`src/rtl/aq_gemac_rx_ctrl.sv`:
```
`default_nettype none
// ============================================================================
// Module   : aq_gemac_rx_ctrl
// Brief    : GEMAC receive frame controller. Finds preamble/SFD, sequences the
//            CRC checker, forwards frame bytes and reports end-of-frame status.
//            Optional macro AQ_GEMAC_RX_STRIP_FCS_EN withholds the 4 FCS bytes.
// Revision : 1.0 - initial release
// ============================================================================
module aq_gemac_rx_ctrl #(
    parameter int MIN_LEN = 64,
    parameter int MAX_LEN = 1518,
    parameter int PRE_MAX = 15
) (
    input  logic        CLK,
    input  logic        RST,
    input  logic [7:0]  RXD,
    input  logic        RX_DV,
    input  logic        RX_ER,
    output logic [7:0]  CRC_DATA,
    output logic        CRC_INIT,
    output logic        CRC_ENABLE,
    input  logic        CRC_ERR,
    output logic [7:0]  DOUT,
    output logic        DOUT_VALID,
    output logic        DOUT_SOP,
    output logic        STATUS_VALID,
    output logic [15:0] STATUS_LEN,
    output logic        STATUS_CRC_ERR,
    output logic        STATUS_RUNT,
    output logic        STATUS_LONG,
    output logic        STATUS_RXER,
    output logic        STATUS_GOOD
);
    localparam logic [15:0] c_min_len = 16'(MIN_LEN);
    localparam logic [15:0] c_max_len = 16'(MAX_LEN);
    localparam logic [7:0]  c_pre_max = 8'(PRE_MAX);

    typedef enum logic [2:0] {
        S_IDLE     = 3'd0,
        S_PREAMBLE = 3'd1,
        S_DATA     = 3'd2,
        S_STATUS   = 3'd3,
        S_DROP     = 3'd4
    } state_t;

    state_t      state_q, state_d;
    logic [7:0]  rxd_q;
    logic        dv_q, er_q;
    logic [7:0]  pre_q, pre_d;
    logic [15:0] len_q, len_d;
    logic        rxer_acc_q, rxer_acc_d;
    logic        sop_arm_q, sop_arm_d;
    logic [7:0]  dout_q, dout_d;
    logic        dout_valid_q, dout_valid_d;
    logic        dout_sop_q, dout_sop_d;
    logic        stat_valid_q, stat_valid_d;
    logic [15:0] stat_len_q, stat_len_d;
    logic        stat_crc_q, stat_crc_d;
    logic        stat_runt_q, stat_runt_d;
    logic        stat_long_q, stat_long_d;
    logic        stat_rxer_q, stat_rxer_d;
    logic        stat_good_q, stat_good_d;
`ifdef AQ_GEMAC_RX_STRIP_FCS_EN
    logic [3:0][7:0] dl_q, dl_d;
    logic [2:0]      fill_q, fill_d;
`endif

    assign CRC_DATA   = rxd_q;
    assign CRC_ENABLE = (state_q == S_DATA) & dv_q;
    assign CRC_INIT   = (state_q == S_PREAMBLE) & dv_q & (rxd_q == 8'hD5);

    always_comb begin
        state_d      = state_q;
        pre_d        = pre_q;
        len_d        = len_q;
        rxer_acc_d   = rxer_acc_q;
        sop_arm_d    = sop_arm_q;
        dout_d       = dout_q;
        dout_valid_d = 1'b0;
        dout_sop_d   = 1'b0;
        stat_valid_d = 1'b0;
        stat_len_d   = stat_len_q;
        stat_crc_d   = stat_crc_q;
        stat_runt_d  = stat_runt_q;
        stat_long_d  = stat_long_q;
        stat_rxer_d  = stat_rxer_q;
        stat_good_d  = stat_good_q;
`ifdef AQ_GEMAC_RX_STRIP_FCS_EN
        dl_d         = dl_q;
        fill_d       = fill_q;
`endif
        case (state_q)
            S_IDLE: begin
                if (dv_q) begin
                    if (rxd_q == 8'h55) begin
                        state_d = S_PREAMBLE;
                        pre_d   = 8'd1;
                    end else begin
                        state_d = S_DROP;
                    end
                end
            end
            S_PREAMBLE: begin
                if (!dv_q) begin
                    state_d = S_IDLE;
                end else if (rxd_q == 8'h55) begin
                    // pre_q already counts this byte's predecessors; one more overflows
                    if (pre_q >= c_pre_max) state_d = S_DROP;
                    else                    pre_d   = pre_q + 8'd1;
                end else if (rxd_q == 8'hD5) begin
                    state_d    = S_DATA;
                    len_d      = 16'h0000;
                    rxer_acc_d = 1'b0;
                    sop_arm_d  = 1'b1;
`ifdef AQ_GEMAC_RX_STRIP_FCS_EN
                    fill_d     = 3'd0;
`endif
                end else begin
                    state_d = S_DROP;
                end
            end
            S_DATA: begin
                if (dv_q) begin
                    if (len_q != 16'hFFFF) len_d = len_q + 16'd1;
                    rxer_acc_d = rxer_acc_q | er_q;
`ifdef AQ_GEMAC_RX_STRIP_FCS_EN
                    // A byte leaves only when four newer bytes sit behind it,
                    // so the trailing FCS is never emitted.
                    dl_d = {dl_q[2:0], rxd_q};
                    if (fill_q == 3'd4) begin
                        dout_d       = dl_q[3];
                        dout_valid_d = 1'b1;
                        dout_sop_d   = sop_arm_q;
                        sop_arm_d    = 1'b0;
                    end else begin
                        fill_d = fill_q + 3'd1;
                    end
`else
                    dout_d       = rxd_q;
                    dout_valid_d = 1'b1;
                    dout_sop_d   = sop_arm_q;
                    sop_arm_d    = 1'b0;
`endif
                end else begin
                    // Checker output already covers the final byte here.
                    state_d      = S_STATUS;
                    stat_valid_d = 1'b1;
                    stat_len_d   = len_q;
                    stat_crc_d   = CRC_ERR;
                    stat_runt_d  = len_q < c_min_len;
                    stat_long_d  = len_q > c_max_len;
                    stat_rxer_d  = rxer_acc_q;
                    stat_good_d  = !(CRC_ERR | (len_q < c_min_len) |
                                     (len_q > c_max_len) | rxer_acc_q);
`ifdef AQ_GEMAC_RX_STRIP_FCS_EN
                    fill_d       = 3'd0;
`endif
                end
            end
            S_STATUS: begin
                state_d = dv_q ? S_DROP : S_IDLE;
            end
            S_DROP: begin
                if (!dv_q) state_d = S_IDLE;
            end
            default: state_d = S_IDLE;
        endcase
    end

    always_ff @(posedge CLK) begin
        if (RST) begin
            state_q      <= S_IDLE;
            rxd_q        <= 8'h00;
            dv_q         <= 1'b0;
            er_q         <= 1'b0;
            pre_q        <= 8'h00;
            len_q        <= 16'h0000;
            rxer_acc_q   <= 1'b0;
            sop_arm_q    <= 1'b0;
            dout_q       <= 8'h00;
            dout_valid_q <= 1'b0;
            dout_sop_q   <= 1'b0;
            stat_valid_q <= 1'b0;
            stat_len_q   <= 16'h0000;
            stat_crc_q   <= 1'b0;
            stat_runt_q  <= 1'b0;
            stat_long_q  <= 1'b0;
            stat_rxer_q  <= 1'b0;
            stat_good_q  <= 1'b0;
`ifdef AQ_GEMAC_RX_STRIP_FCS_EN
            dl_q         <= '0;
            fill_q       <= 3'd0;
`endif
        end else begin
            state_q      <= state_d;
            rxd_q        <= RXD;
            dv_q         <= RX_DV;
            er_q         <= RX_ER;
            pre_q        <= pre_d;
            len_q        <= len_d;
            rxer_acc_q   <= rxer_acc_d;
            sop_arm_q    <= sop_arm_d;
            dout_q       <= dout_d;
            dout_valid_q <= dout_valid_d;
            dout_sop_q   <= dout_sop_d;
            stat_valid_q <= stat_valid_d;
            stat_len_q   <= stat_len_d;
            stat_crc_q   <= stat_crc_d;
            stat_runt_q  <= stat_runt_d;
            stat_long_q  <= stat_long_d;
            stat_rxer_q  <= stat_rxer_d;
            stat_good_q  <= stat_good_d;
`ifdef AQ_GEMAC_RX_STRIP_FCS_EN
            dl_q         <= dl_d;
            fill_q       <= fill_d;
`endif
        end
    end

    assign DOUT           = dout_q;
    assign DOUT_VALID     = dout_valid_q;
    assign DOUT_SOP       = dout_sop_q;
    assign STATUS_VALID   = stat_valid_q;
    assign STATUS_LEN     = stat_len_q;
    assign STATUS_CRC_ERR = stat_crc_q;
    assign STATUS_RUNT    = stat_runt_q;
    assign STATUS_LONG    = stat_long_q;
    assign STATUS_RXER    = stat_rxer_q;
    assign STATUS_GOOD    = stat_good_q;

endmodule
`default_nettype wire
```
`config.mk`:
```
export PLATFORM = sky130hd
export DESIGN_NAME = aq_gemac_rx_ctrl
export DESIGN_NICKNAME = d
export VERILOG_FILES = /design/src/rtl/aq_gemac_rx_ctrl.sv
export SDC_FILE = /design/constraint.sdc
export NUM_CORES = 1
export LEC_CHECK = 0
export CAP_MARGIN = 20
export CORE_MARGIN = 8
export CORE_UTILIZATION = 50
export DETAILED_ROUTE_END_ITERATION = 10
export GPL_TIMING_DRIVEN = 0
export HOLD_SLACK_MARGIN = 0.08
export PLACE_DENSITY = 0.77
export SYNTH_ARGS = -nofsm -noshare
export SYNTH_HDL_FRONTEND = slang
export SYNTH_SLANG_ARGS = --single-unit
```
`constraint.sdc`:
```
create_clock -name CLK -period 2.21 [get_ports CLK]
set_input_delay 0.663 -clock CLK [delete_from_list [all_inputs] [get_ports CLK]]
set_output_delay 0.663 -clock CLK [all_outputs]
set_load 0.02 [all_outputs]
```
Word-level counts from Yosys, hierarchy flattened
Cells that the tools add are included.

$add $sub $neg: 2. $mul: 0. Div/mod/pow operators: 0. Order comparisons: 3. Equal/unequal tests: 19. Shift operators: 0. Mux-type cells: 34. Bitwise gates (word level): 9. Reductions and logical operators: 12.

Operator list (count): $mux 16 (5); $mux 8 (5); $pmux 16 s2 (1); $mux 3 (9); $add 16x1->16 const B (1); $gt 16x11->1 const B (1); $lt 16x7->1 const B (1); $ne 16x16->1 const B (1); $ne 2x2->1 const B (8); $pmux 8 s2 (1); $pmux 3 s5 (1); $reduce_and 6->1 (2); $mux 1 (10); $add 8x1->8 const B (1); $eq 8x7->1 const B (1); $eq 8x8->1 const B (1); $ge 8x4->1 const B (1); $eq 3x2->1 const B (2); $ne 2x1->1 const B (3); $reduce_and 5->1 (1); $ne 4x3->1 const B (1); $or 1x1->1 (4); $pmux 1 s2 (2); $reduce_and 2->1 (2); 10 further kinds (14).

Flip-flop bits (word level): 71. Latch bits: 0. Bits in writable memories: 0. Bits in read-only memories: 0. Bits of input ports: 13. Output and inout port bits: 42. Memories: 0.

Longest topological paths before layout
Gate-level depths: netlist of run 1.

Depth after elaboration: 5. Mapped depth: 7. Gate-level depth less buffers: 6.

Least setup slack after synthesis of run 1
Ideal clock, no wire load.

Path kind: reg-to-output. Start point: register rxd_q[6] (netlist: CRC_DATA[6]). End point: output port CRC_INIT. Arrival time: 1260 ps. Path slack: 287 ps. Stages on the path, launching flop included: 4. Buffers on the path: 0. Cells stage by stage: dfxtp_1 -> nor4bb_1 -> nand4_1 -> inv_1.

Longest elaborated chain between the ends: 2.

RTL lines: start, declared (RTL line 47) `logic [7:0] rxd_q;`; start signal, assigned (RTL line 173) `rxd_q <= 8'h00;`; start signal, assigned (RTL line 196) `rxd_q <= RXD;`; $eq 8x8->1 (RTL line 70) `assign CRC_INIT = (state_q == S_PREAMBLE) & dv_q & (rxd_q == 8'hD5);`; $and 1x1->1 (RTL line 70); end, declared (RTL line 20) `output logic CRC_INIT,`.

Every way passes these cells.

Worst setup path in the final report of run 1
Start point: register state_q[0]. End point: output port CRC_INIT.

Longest elaborated chain between the ends: 3.

RTL lines: start, declared (RTL line 46) `state_t state_q, state_d;`; start signal, assigned (RTL line 195) `state_q <= state_d;`; $eq 3x1->1 (RTL line 70); $and 1x1->1 (2 in series) (RTL line 70).

Every way passes these cells.

==> metrics, run 1 <==
post-synthesis register bit count 71; maximum vdd drop 0.504 mV; worst reg2reg startpoint len_q[0]; Comb power frac 3.7%; Data required, critical path 1.55 ns; average size of a mapped cell just over 8 µm²; worst path bufs/invs 3; total wire length 7.63 mm; Root Driver clkbuf_8; Worst Path Max Fanout 10; final-report max-slew violation count 0; post-synth top area share between 40 and 50%; Area Growth Syn to Fin 33.1%; Synth area leaders dfxtp_1, nand2_1, a21oi_1, nand3_1, a31oi_1; CP endpoint kind output pin; DIE WIDTH about 92 µm; flop-to-flop setup slack around 0.23 ns; Overflow after GRT 0; gp weighted congestion 0.891; Multi-input gate area 0.00140 mm²; sequential cell area roughly 0.0014 mm²; max-cap violations 0; FF-to-FF End len_q[11]; Core Rows 27; Die ar. 0.00852 mm²; Post-synth EDFFs 0; Main synth FF type dfxtp_1; switching component of the power 550 µW; hold path start STATUS_LEN[6]; CP Launch Point state_q[0]; CP cell instances buf_6 > nor4bb_4 > nand4_1 > inv_2 > buf_4; first-pass GRT wire length 12.7 mm; PortBufs 54; crit share post-route 98.4%; part of the power in the clock network 44.4%; share of layout cells above drive strength 1 12.2%; Final Net Count 438; final worst-path setup slack 0.0354 ns; placed insts 477; register area share after synthesis 48.8%; measured slew at the worst slew-check pin 0.616 ns; # diodes 0; Internal Dissipation 1960 µW; initial drt markers 170; GRT Total Usage 18.2%; vias per std cell approximately 5.5; largest net degree at the start of global routing 13; H-tree depth 3; Post-synth top cells nand2_1, dfxtp_1, a21oi_1, nand3_1, nor2_1; sequential share of power 51.9%; Final ANT Viol Nets 0; Place WS -0.427 ns; final std cells w/o fill 499; worst hold path type register to register; R2R depth 7; Crit Path Class register to output pin; routed len/inst 15.3 µm; I/O Pins 55; Starting Density 52.2%; DR vias approximately 2700; register clock-pin slew on the reported worst setup and hold paths 0.07 ns; CTS tree done; Syn Inst Count 351; Post-CTS Hold Buffers 0; CTS buffer count 9; Cell Area, Synth 0.00291 mm²; CORE AREA between 0.005 and 0.006 mm²; WHS Path Cells 2; number of global-route vias before repair 2758; Startpoint Class register; TritonCTS Sinks 71; post-layout util 69.5%; Final setup viols 0; crit-path leading delay family buffers and inverters; CP max-delay cell dfxtp_1; residual DRC count 0; Worst Skew 0.00907 ns; clk_lat worst skew 0.35 ns; Worst Hold Path EP STATUS_LEN[6]; Tmin final 2.17 ns; Async S/R FF share, synth 0%; max_slew headroom between 50% and 60%; post-DP HPWL roughly 5.4 mm; switching fraction of total power 21.9%; top-count cell post-synth nand2_1; syn_nets 366; outcome completed; Longest Clk Path Bufs 2; Fmax around 460 MHz; Synth area leader dfxtp_1; antenna violations before repair 0; critical path arrival 1.51 ns; endpoints failing hold 0; Distinct cells, synth 50; router iterations before antenna repair 4; die extent in y 92.3 µm; Worst path max stage delay 0.35 ns; synth warn 0; # fillers 473; Power Density 649 mW/mm²; Leakage 0.00140 µW
==> how the worst max path moves through the flow <==
stage | to | slack, ns | cells past startpoint
2_1_floorplan | CRC_INIT | 0.29 | 3
3_3_place_gp | CRC_INIT | -0.42 | 4
3_5_place_dp | CRC_INIT | -0.43 | 4
4_1_cts | CRC_INIT | 0.01 | 5
5_1_grt | CRC_INIT | -0.04 | 4
6_report | CRC_INIT | 0.04 | 5
==> state kept, by name, indices dropped and copies added (netlist names), 3 cells and up <==
name        count
pre_q           8
CRC_DATA        8
STATUS_LEN     16
DOUT            8
len_q          16
state_q         3
==> worst register-to-register path: cells and delay by family (launching register included) <==
| family | cells | cell delay, ns |
|---|---|---|
| DFF | 1 | 0.45 |
| adders and majority gates | 1 | 0.25 |
| AOI/OAI and AO/OA | 3 | 0.39 |
| and+or+nand+nor | 2 | 0.55 |
| buffers and inverters | 1 | 0.21 |
==> metal layers <==
| metal | vias up | track usage [%] | part of all wire, % |
|---|---|---|---|
| met4 | 0 | 8.19 | 1.7 |
| met5 | - | 0 | 0 |
| met1 | 1274 | 21.1 | 43 |
| met3 | 12 | 6.05 | 8.4 |
| li1 | 1361 | - | - |
| met2 | 96 | 29.7 | 47 |
==> what timing repair did <==
item / CTS / global route
setup endpoints to repair: 3 / 4
resized for setup: 22 / 7
pin swaps: 4 / 3
gates cloned: 0 / 0
setup buffers: 5 / 3
==> kinds of logic after synthesis <==
group / after synthesis / share of synthesized area, %
and+or+nand+nor: 168 / 29.1
AOI/OAI and AO/OA: 77 / 16.0
DFF: 71 / 48.8
buffers and inverters: 32 / 4.86
adders and majority gates: 2 / 0.860
muxes: 1 / 0.344
==> placed cells by master, fill, tap and decap left out, types with 4 or more instances in the layout <==
cell and n:
a21oi_1 42, a31oi_1 11, and2_1 7, and3_1 5, buf_2 4, buf_4 13, clkbuf_1 12, clkbuf_8 9
clkdlybuf4s50_1 51, dfxtp_1 66, dfxtp_2 5, inv_1 7, nand2_1 74, nand3_1 15, nand4_1 8, nor2_1 14
nor2b_1 11, nor3_1 10
==> power groups by stage <==
stage / Clock [µW] / Combinational [µW] / Sequential [µW]
floorplan: 0 / 34.6 / 1340
global placement: 0 / 92.9 / 1330
CTS: 1120 / 93.5 / 1300
finish: 1120 / 94.2 / 1300
global route: 1190 / 102 / 1300
detailed placement: 0 / 93.6 / 1330
==> metrics by stage <==
step / instance area (µm²) / TNS, ns / power [µW] / hold slack (ns)
finish: 3870 / 0 / 2510 / 0.453
global route: 3870 / -0.0572 / 2590 / 0.475
CTS: 3820 / 0 / 2520 / 0.456
detailed placement: 3540 / -6.83 / 1420 / 0.445
global placement: 3540 / -5.56 / 1420 / 0.442
floorplan: 2910 / 0 / 1370 / 0.431
==> layout make-up <==
class | count | area share (%)
plain buffers | 23 | 3.07
clock buffers | 9 | 3.20
clock inverters | 6 | 2.23
inverters | 8 | 0.775
multi-input cells | 248 | 36.1
flip-flops and latches | 71 | 36.9
well taps | 72 | 2.33
repair buffers | 62 | 15.4
(Power assumes the default switching activity.)
==> run 2: changes to the inputs <==
- SETUP_SLACK_MARGIN: unset -> 0.02
==> metrics, run 2 (synthesis gave the netlist of run 1 again) <==
residual DRC count 0 (unchanged); max_slew headroom 58.8% (about the same); endpoints failing hold 0 (unchanged); CP endpoint kind output pin; Place WS -0.427 ns (unchanged); I/O Pins 55 (unchanged); die extent in y 92.3 µm (unchanged); worst hold path type register to register; Fmax 462 MHz (+0.51%); Root Driver clkbuf_8; Area after DPL 0.00354 mm² (unchanged); Data required, critical path 1.55 ns (about the same); H-tree depth 3 (unchanged); Worst Path Max Fanout 3 (-7); Overflow after GRT 0 (unchanged); CTS tree done; routed len/inst 15.3 µm (+0.23%); commonest non-fill, non-tap cell in the layout nand2_1; DR vias 2756 (+0.47%); Worst Skew 0.00964 ns (+0.000571 ns); max-cap violations 0 (unchanged); R2R depth 7 (unchanged); Worst Hold Path EP STATUS_LEN[6]; register clock-pin slew on the reported worst setup and hold paths 0.08 ns (about the same); Final setup viols 0 (unchanged); critical path arrival 1.50 ns (about the same); worst reg2reg startpoint len_q[0]; clk_lat worst skew 0.35 ns (about the same); first-pass GRT wire length 12.7 mm (+0.11%); Leakage 0.00141 µW (+0.29%); Post-CTS Hold Buffers 0 (unchanged); hold path start STATUS_LEN[6]; flop-to-flop setup slack 0.23 ns (about the same); Die ar. 0.00852 mm² (unchanged); router iterations before antenna repair 4 (unchanged); crit share post-route 97.9% (-0.50 points); initial drt markers 174 (+2.4%); most frequent cells in the layout nand2_1, dfxtp_1, clkdlybuf4s50_1; WHS Path Cells 2 (unchanged); Longest Clk Path Bufs 2 (unchanged); antenna violations before repair 0 (unchanged); fin area 0.00389 mm² (+0.36%); Final Net Count 439 (+0.23%); gp weighted congestion 0.891 (unchanged); share of layout cells above drive strength 1 12.4% (+0.21 points); RSZ-0062 raised after global routing true; largest net degree at the start of global routing 13 (unchanged); Core Rows 27 (unchanged); Startpoint Class register; CORE AREA 0.00557 mm² (unchanged); final worst-path setup slack 0.0464 ns (+0.0110 ns); total wire length 7.66 mm (+0.43%); Tmin final 2.16 ns (-0.0110 ns); maximum vdd drop 0.507 mV (+0.61%); # diodes 0 (unchanged); post-layout util 69.7% (+0.25 points); Power Density 648 mW/mm² (-0.19%); number of global-route vias before repair 2769 (+0.40%); final total power 2520 µW (+0.16%); Crit Path Class register to output pin; PortBufs 54 (unchanged); Final ANT Viol Nets 0 (unchanged); Starting Density 52.2% (unchanged); FF-to-FF End len_q[11]; measured slew at the worst slew-check pin 0.617 ns (+0.000718 ns); outcome completed; CTS buffer count 9 (unchanged); vias per std cell 5.51 (+0.27%); TritonCTS Sinks 71 (unchanged); CP Launch Point CRC_DATA[3]; final-report max-slew violation count 0 (unchanged); post-DP HPWL 5.37 mm (unchanged); DIE WIDTH 92.3 µm (unchanged); GRT Total Usage 18.2% (+0.031 points); Area Growth Syn to Fin 33.5%
## run 2: repair_timing
action                     4_1_cts  5_1_grt
pin swaps                        3        4
setup endpoints to repair        3        6
gates resized for setup         24        8
buffers inserted                 5        3
## run 2: how the worst max path moves through the flow
stage | to | slack, ns | cells after the start
2_1_floorplan | CRC_INIT | 0.29 | 3
3_3_place_gp | CRC_INIT | -0.42 | 4
3_5_place_dp | CRC_INIT | -0.43 | 4
4_1_cts | CRC_INIT | 0.02 | 4
5_1_grt | CRC_INIT | -0.03 | 4
6_report | CRC_INIT | 0.05 | 4
## run 2: per-layer routing
metal	vias to the layer above	GRT usage, %	wire [µm]
met3	13	6.05	525
met2	82	29.9	3690
met1	1298	21.0	3340
met5	-	0	0
met4	0	8.19	116
li1	1363	-	-
## run 2: power by group
| group | switching [µW] | internal (µW) | leakage (µW) |
|---|---|---|---|
| logic | 50.3 | 48.2 | 0.000726 |
| registers | 11.0 | 1290 | 0.000576 |
| clock network | 491 | 627 | 0.000105 |
## run 2: worst max-delay path, cell delays in order (launching register included)
cell      delay [ns]
dfxtp_1         0.35
nor4bb_4        0.35
nand4_1         0.20
inv_2           0.13
buf_6           0.12
## run 2: metrics by stage
| stage | hold WS, ns | cells | TNS [ns] |
|---|---|---|---|
| after global routing | 0.475 | 500 | -0.0350 |
| after global placement | 0.442 | 477 | -5.56 |
| final | 0.453 | 500 | 0 |
| after floorplan | 0.431 | 351 | 0 |
| after detailed placement | 0.445 | 477 | -6.83 |
| after CTS | 0.456 | 497 | 0 |
## run 2: final cells by class
type | instances | area, µm²
multi-input cells | 248 | 1400
inverters | 8 | 30.0
repair buffers | 62 | 602
clock inverters | 6 | 86.3
flip-flops and latches | 71 | 1430
well taps | 72 | 90.1
plain buffers | 24 | 130
fillers | 466 | 1690
clock buffers | 9 | 124
